===== src/rtl/ps2_host_tx.sv =====
// rtl/ps2_host_tx.sv - PS/2 host-to-device command byte transmitter (open-collector pull-low enables)
// Optional NACK detection on the device ack bit: define PS2_TX_ACK_CHK_EN.
`timescale 1ns/1ps
module ps2_host_tx #(
  parameter int unsigned INHIBIT_CYCLES = 5000,
  parameter int unsigned TIMEOUT_CYCLES = 750000
) (
  input  logic       clk,
  input  logic       rst,
  input  logic       ps2_clk_in,
  input  logic       ps2_data_in,
  output logic       ps2_clk_oe,
  output logic       ps2_data_oe,
  input  logic [7:0] tx_data,
  input  logic       tx_valid,
  output logic       tx_ready,
  output logic       busy,
  output logic       done,
  output logic       err
);

  typedef enum logic [2:0] {
    S_IDLE, S_INHIBIT, S_REQ, S_DATA, S_ACK, S_WAIT_IDLE
  } state_t;

  localparam logic [19:0] INHIBIT_LAST = 20'(INHIBIT_CYCLES - 1);
  localparam logic [19:0] TIMEOUT_LAST = 20'(TIMEOUT_CYCLES - 1);

  state_t      state_q, state_d;
  logic [19:0] cnt_q, cnt_d;
  logic [9:0]  shift_q, shift_d;
  logic [3:0]  bit_cnt_q, bit_cnt_d;
  logic [2:0]  clk_sync_q, clk_sync_d;
  logic [1:0]  data_sync_q, data_sync_d;
  logic        clk_oe_q, clk_oe_d;
  logic        data_oe_q, data_oe_d;
  logic        ready_q, ready_d;
  logic        done_q, done_d;
  logic        err_q, err_d;
  logic        nack_q, nack_d;
  logic        clk_s, data_s, fall, timed, timeout;

  always_comb begin
    clk_sync_d  = {clk_sync_q[1:0], ps2_clk_in};
    data_sync_d = {data_sync_q[0], ps2_data_in};
    clk_s       = clk_sync_q[1];
    data_s      = data_sync_q[1];
    fall        = clk_sync_q[2] & ~clk_sync_q[1];
    timed       = (state_q == S_REQ) || (state_q == S_DATA) ||
                  (state_q == S_ACK) || (state_q == S_WAIT_IDLE);
    timeout     = timed && (cnt_q == TIMEOUT_LAST);
  end

  always_comb begin
    state_d   = state_q;
    cnt_d     = cnt_q;
    shift_d   = shift_q;
    bit_cnt_d = bit_cnt_q;
    clk_oe_d  = clk_oe_q;
    data_oe_d = data_oe_q;
    done_d    = 1'b0;
    err_d     = err_q;
    nack_d    = nack_q;

    if (timed) cnt_d = fall ? 20'd0 : cnt_q + 20'd1;

    case (state_q)
      S_IDLE: begin
        clk_oe_d  = 1'b0;
        data_oe_d = 1'b0;
        if (tx_valid && ready_q) begin
          state_d  = S_INHIBIT;
          cnt_d    = '0;
          shift_d  = {1'b1, ~^tx_data, tx_data};
          err_d    = 1'b0;
          nack_d   = 1'b0;
          clk_oe_d = 1'b1;
        end
      end
      S_INHIBIT: begin
        if (cnt_q == INHIBIT_LAST) begin
          state_d   = S_REQ;
          cnt_d     = '0;
          clk_oe_d  = 1'b0;
          data_oe_d = 1'b1;
        end else begin
          cnt_d = cnt_q + 20'd1;
        end
      end
      S_REQ: begin
        if (fall) begin
          data_oe_d = ~shift_q[0];
          shift_d   = {1'b0, shift_q[9:1]};
          bit_cnt_d = '0;
          state_d   = S_DATA;
        end
      end
      S_DATA: begin
        // Fall 10 shifts out the stop bit, which releases the data line.
        if (fall) begin
          data_oe_d = ~shift_q[0];
          shift_d   = {1'b0, shift_q[9:1]};
          bit_cnt_d = bit_cnt_q + 4'd1;
          if (bit_cnt_q == 4'd8) state_d = S_ACK;
        end
      end
      S_ACK: begin
        if (fall) begin
`ifdef PS2_TX_ACK_CHK_EN
          nack_d = data_s;
`else
          nack_d = 1'b0;
`endif
          state_d = S_WAIT_IDLE;
        end
      end
      S_WAIT_IDLE: begin
        if (clk_s && data_s) begin
          done_d  = 1'b1;
          err_d   = nack_q;
          state_d = S_IDLE;
        end
      end
      default: state_d = S_IDLE;
    endcase

    if (timeout) begin
      clk_oe_d  = 1'b0;
      data_oe_d = 1'b0;
      err_d     = 1'b1;
      done_d    = 1'b1;
      state_d   = S_IDLE;
    end

    // Ready rises only one cycle after the done pulse, and drops on accept.
    ready_d = (state_q == S_IDLE) && (state_d == S_IDLE);
  end

  always_ff @(posedge clk) begin
    if (!rst) begin
      state_q     <= S_IDLE;
      cnt_q       <= '0;
      shift_q     <= '0;
      bit_cnt_q   <= '0;
      clk_sync_q  <= 3'b111;
      data_sync_q <= 2'b11;
      clk_oe_q    <= 1'b0;
      data_oe_q   <= 1'b0;
      ready_q     <= 1'b1;
      done_q      <= 1'b0;
      err_q       <= 1'b0;
      nack_q      <= 1'b0;
    end else begin
      state_q     <= state_d;
      cnt_q       <= cnt_d;
      shift_q     <= shift_d;
      bit_cnt_q   <= bit_cnt_d;
      clk_sync_q  <= clk_sync_d;
      data_sync_q <= data_sync_d;
      clk_oe_q    <= clk_oe_d;
      data_oe_q   <= data_oe_d;
      ready_q     <= ready_d;
      done_q      <= done_d;
      err_q       <= err_d;
      nack_q      <= nack_d;
    end
  end

  assign ps2_clk_oe  = clk_oe_q;
  assign ps2_data_oe = data_oe_q;
  assign tx_ready    = ready_q;
  assign busy        = ~ready_q;
  assign done        = done_q;
  assign err         = err_q;

endmodule


===== config.mk =====
export PLATFORM = sky130hd
export DESIGN_NAME = ps2_host_tx
export DESIGN_NICKNAME = d
export VERILOG_FILES = /design/src/rtl/ps2_host_tx.sv
export SDC_FILE = /design/constraint.sdc
export NUM_CORES = 1
export LEC_CHECK = 0
export CAP_MARGIN = 25
export CORE_MARGIN = 4
export CORE_UTILIZATION = 55
export CTS_BUF_LIST = sky130_fd_sc_hd__clkbuf_4 sky130_fd_sc_hd__clkbuf_8
export CTS_CLUSTER_SIZE = 10
export DETAILED_ROUTE_END_ITERATION = 8
export PLACE_DENSITY = 0.9
export SLEW_MARGIN = 20
export SYNTH_ARGS = -nofsm -noshare
export SYNTH_HDL_FRONTEND = slang
export SYNTH_SLANG_ARGS = --single-unit

===== constraint.sdc =====
create_clock -name clk -period 2 [get_ports clk]
set_input_delay 0.3 -clock clk [delete_from_list [all_inputs] [get_ports clk]]
set_output_delay 0.3 -clock clk [all_outputs]
set_load 0.05 [all_outputs]

==> reports/metrics.cfg <==
[routing]
vias = 2591
wl_per_cell_microns = 15.2
drtIter0Drc = 433
drcViolationCount = 0
detail-route-antenna-nets = 0
vias_per_cell = 6.27
dr.pass1.iters = 5
routed_wl_mm = 6.28

[pwr]
max-vdd-ir-drop_uv = 518
power_density_nw_per_um2 = 615
p_switching_uw = 523
switching_share = 0.280
p_int_uw = 1340
power_leakage_uw = 0.00109
pwr-share-clk = 0.312
seqPwrFrac = 0.531
power_frac_comb = 0.157

[logic_synthesis]
async_flop_share = 0
synth.distinct_cells = 53
avgSynthCellArea_sq_um = 7.77
ys.flop_type = dfxtp_1
synth_area_sq_um = 2550
syn_inst = 328
synth_edf_count = 0
yosysSeqAreaShare = 0.369
yosys_warnings = 0
synth_fp_nets = 344
ys_ff_latch = 47

[clocking]
cts_made_buffers = 5
clkSinkCount = 47
cts_hold_buf = 0
cts-root-buf = clkbuf_8
clk_transition_reported_paths_ns = 0.09
cts_tree = yes
ctsLongestPathBuffers = 2
clk_latency_ns = 0.30
cts_htree_levels = 2

[worst_hold_path]
holdCritStartpoint = clk_sync_q[0]
whs_path_depth = 1
min_to = clk_sync_q[1]
hold_path_class = register to register

[floorplan]
die_x_microns = 76.1
dieArea_sq_um = 5780
coreArea_sq_um = 4410
initial_core_util = 0.577
fp.dieH_microns = 76.1
ios = 19
rows = 24

[critical_path]
end_kind = register
worstPathMaxFanout = 8
critPathArrivalTime_ns = 2.13
critPathRequiredTime_ns = 2.19
worst_r2r_endpoint = cnt_q[18]
worstSetupPathType = register to register
r2r_slack_ns = 0.06
rr_startpoint = cnt_q[3]
r2r_cells = 5
start_kind = register

[cells_and_area]
nFillCells = 314
postLayoutCoreUtil = 0.688
syn_to_final_growth_pct = 19.3
final_nets = 376
final_cell_mix = nand2_1, dfxtp_1, buf_4
antenna_cells = 0
register_area_sq_um = 943
multi_input_area_sq_um = 1500
drive_gt1_frac = 0.150
final_common_cell = nand2_1

[timing]
fin_worst_skew_ns = 0.00899
hold_slack_ns = 0.411
fmaxAchievable_mhz = 516
final-setup-viol-count = 0
finalHoldViolCount = 0
min_period_ns = 1.94
slew_viol_final = 0
period_share = 0.968
worstMarginPinSlew_ns = 0.501
slew_headroom = 0.664

[global_route]
grt_max_degree = 21
grt_pass1_wl_mm = 10.4
grt.total_usage = 0.213
antenna_found_initial = 0
grt.overflow.total = 0
first_global_vias = 2295

[run]
cap_violations = 0

[place]
routabilityCongestion = 0.942
dp_hpwl_mm = 4.55
port_buffers = 18

[outcome]
status = complete, no violations

## power groups by stage
| stage | combinational, uW | sequential, uW | clock (uW) |
|---|---|---|---|
| after floorplan | 170 | 1030 | 0 |
| after global placement | 281 | 1010 | 0 |
| after detailed placement | 288 | 1010 | 0 |
| after CTS | 289 | 990 | 591 |
| after global routing | 323 | 997 | 627 |
| final | 293 | 992 | 582 |
## Yosys cell counts (all sizes together) (2+ instances only)
master / n / area [sq um]
nand2b: 14 / 87.6
inv: 7 / 26.3
dfxtp: 47 / 941
o21ai: 15 / 78.8
nand3b: 2 / 15.0
or3: 2 / 12.5
a211oi: 2 / 15.0
o211ai: 4 / 30.0
a311oi: 9 / 96.4
a41oi: 3 / 26.3
nor4: 3 / 31.3
a21boi: 2 / 18.8
clkbuf: 19 / 75.1
nand2: 47 / 176
nand4: 6 / 37.5
nor2b: 6 / 37.5
nor4b: 2 / 17.5
nand3: 19 / 100
a32oi: 2 / 17.5
nor3: 7 / 35.0
o2111ai: 2 / 17.5
a21oi: 26 / 130
ha: 3 / 37.5
nor2: 27 / 101
and3: 4 / 25.0
a31oi: 16 / 100
nand4b: 2 / 17.5
xnor2: 8 / 70.1
nor3b: 2 / 15.0
buf: 5 / 33.8
## worst max path at each step
stage | from | slack, ns | endpoint
6_report | cnt_q[3] | 0.06 | cnt_q[18]
5_1_grt | cnt_q[16] | -0.03 | ps2_data_oe
4_1_cts | cnt_q[0] | 0.02 | cnt_q[18]
3_5_place_dp | cnt_q[0] | 0.02 | cnt_q[18]
3_3_place_gp | cnt_q[0] | 0.07 | cnt_q[18]
2_1_floorplan | cnt_q[0] | 0.04 | cnt_q[18]
## metrics by stage
step	setup TNS [ns]	setup WS, ns	total power, uW	instances	cell area, sq um
2_1_floorplan	0	0.0407	1200	328	2550
3_3_place_gp	0	0.0666	1290	405	2920
3_5_place_dp	0	0.0199	1300	405	2920
4_1_cts	0	0.0224	1870	413	3010
5_1_grt	-0.0540	-0.0329	1950	413	3040
6_report	0	0.0633	1870	413	3040
## worst max-delay path: stages, from the launching register on
cell and delay (ns):
dfxtp_1 0.50, nand3_2 0.12, or3_1 0.41, or4_1 0.55, o21ai_0 0.16, a31oi_1 0.09
## flip-flops by register name, indices dropped and copies added, names as in the netlist
| register | flops |
|---|---|
| bit_cnt_q | 4 |
| ps2_data_oe | 1 |
| tx_ready | 1 |
| state_q | 3 |
| ps2_clk_oe | 1 |
| done | 1 |
| data_sync_q | 2 |
| shift_q | 10 |
| err | 1 |
| cnt_q | 20 |
| clk_sync_q | 3 |
## layer usage
metal	part of all wire	vias up	track usage	routed length (microns)
met5	0	-	0	0
met3	0.065	20	0.0426	406
met2	0.48	122	0.357	3010
met4	0.022	0	0.0629	140
li1	-	1250	-	-
met1	0.43	1199	0.275	2720
## cells by family after synthesis
| logic type | Yosys count | share of synthesized area |
|---|---|---|
| fa+ha+maj | 3 | 0.0147 |
| compound gates | 88 | 0.232 |
| mux | 1 | 0.00393 |
| buf+inv | 32 | 0.0545 |
| simple gates | 148 | 0.294 |
| flops | 47 | 0.369 |
| xor+xnor | 9 | 0.0309 |
## area by class of cell
type | count | area share
repair buffers | 49 | 0.136
multi-input cells | 249 | 0.493
clock buffers | 5 | 0.0227
inverters | 8 | 0.00988
well taps | 52 | 0.0214
clock inverters | 3 | 0.00659
flip-flops and latches | 47 | 0.311
## timing repair
action	4_1_cts	5_1_grt
setup buffers	0	0
endpoints found under the setup margin	0	13
resized for setup	0	9
Note: power is estimated with default switching activity, not from simulation.
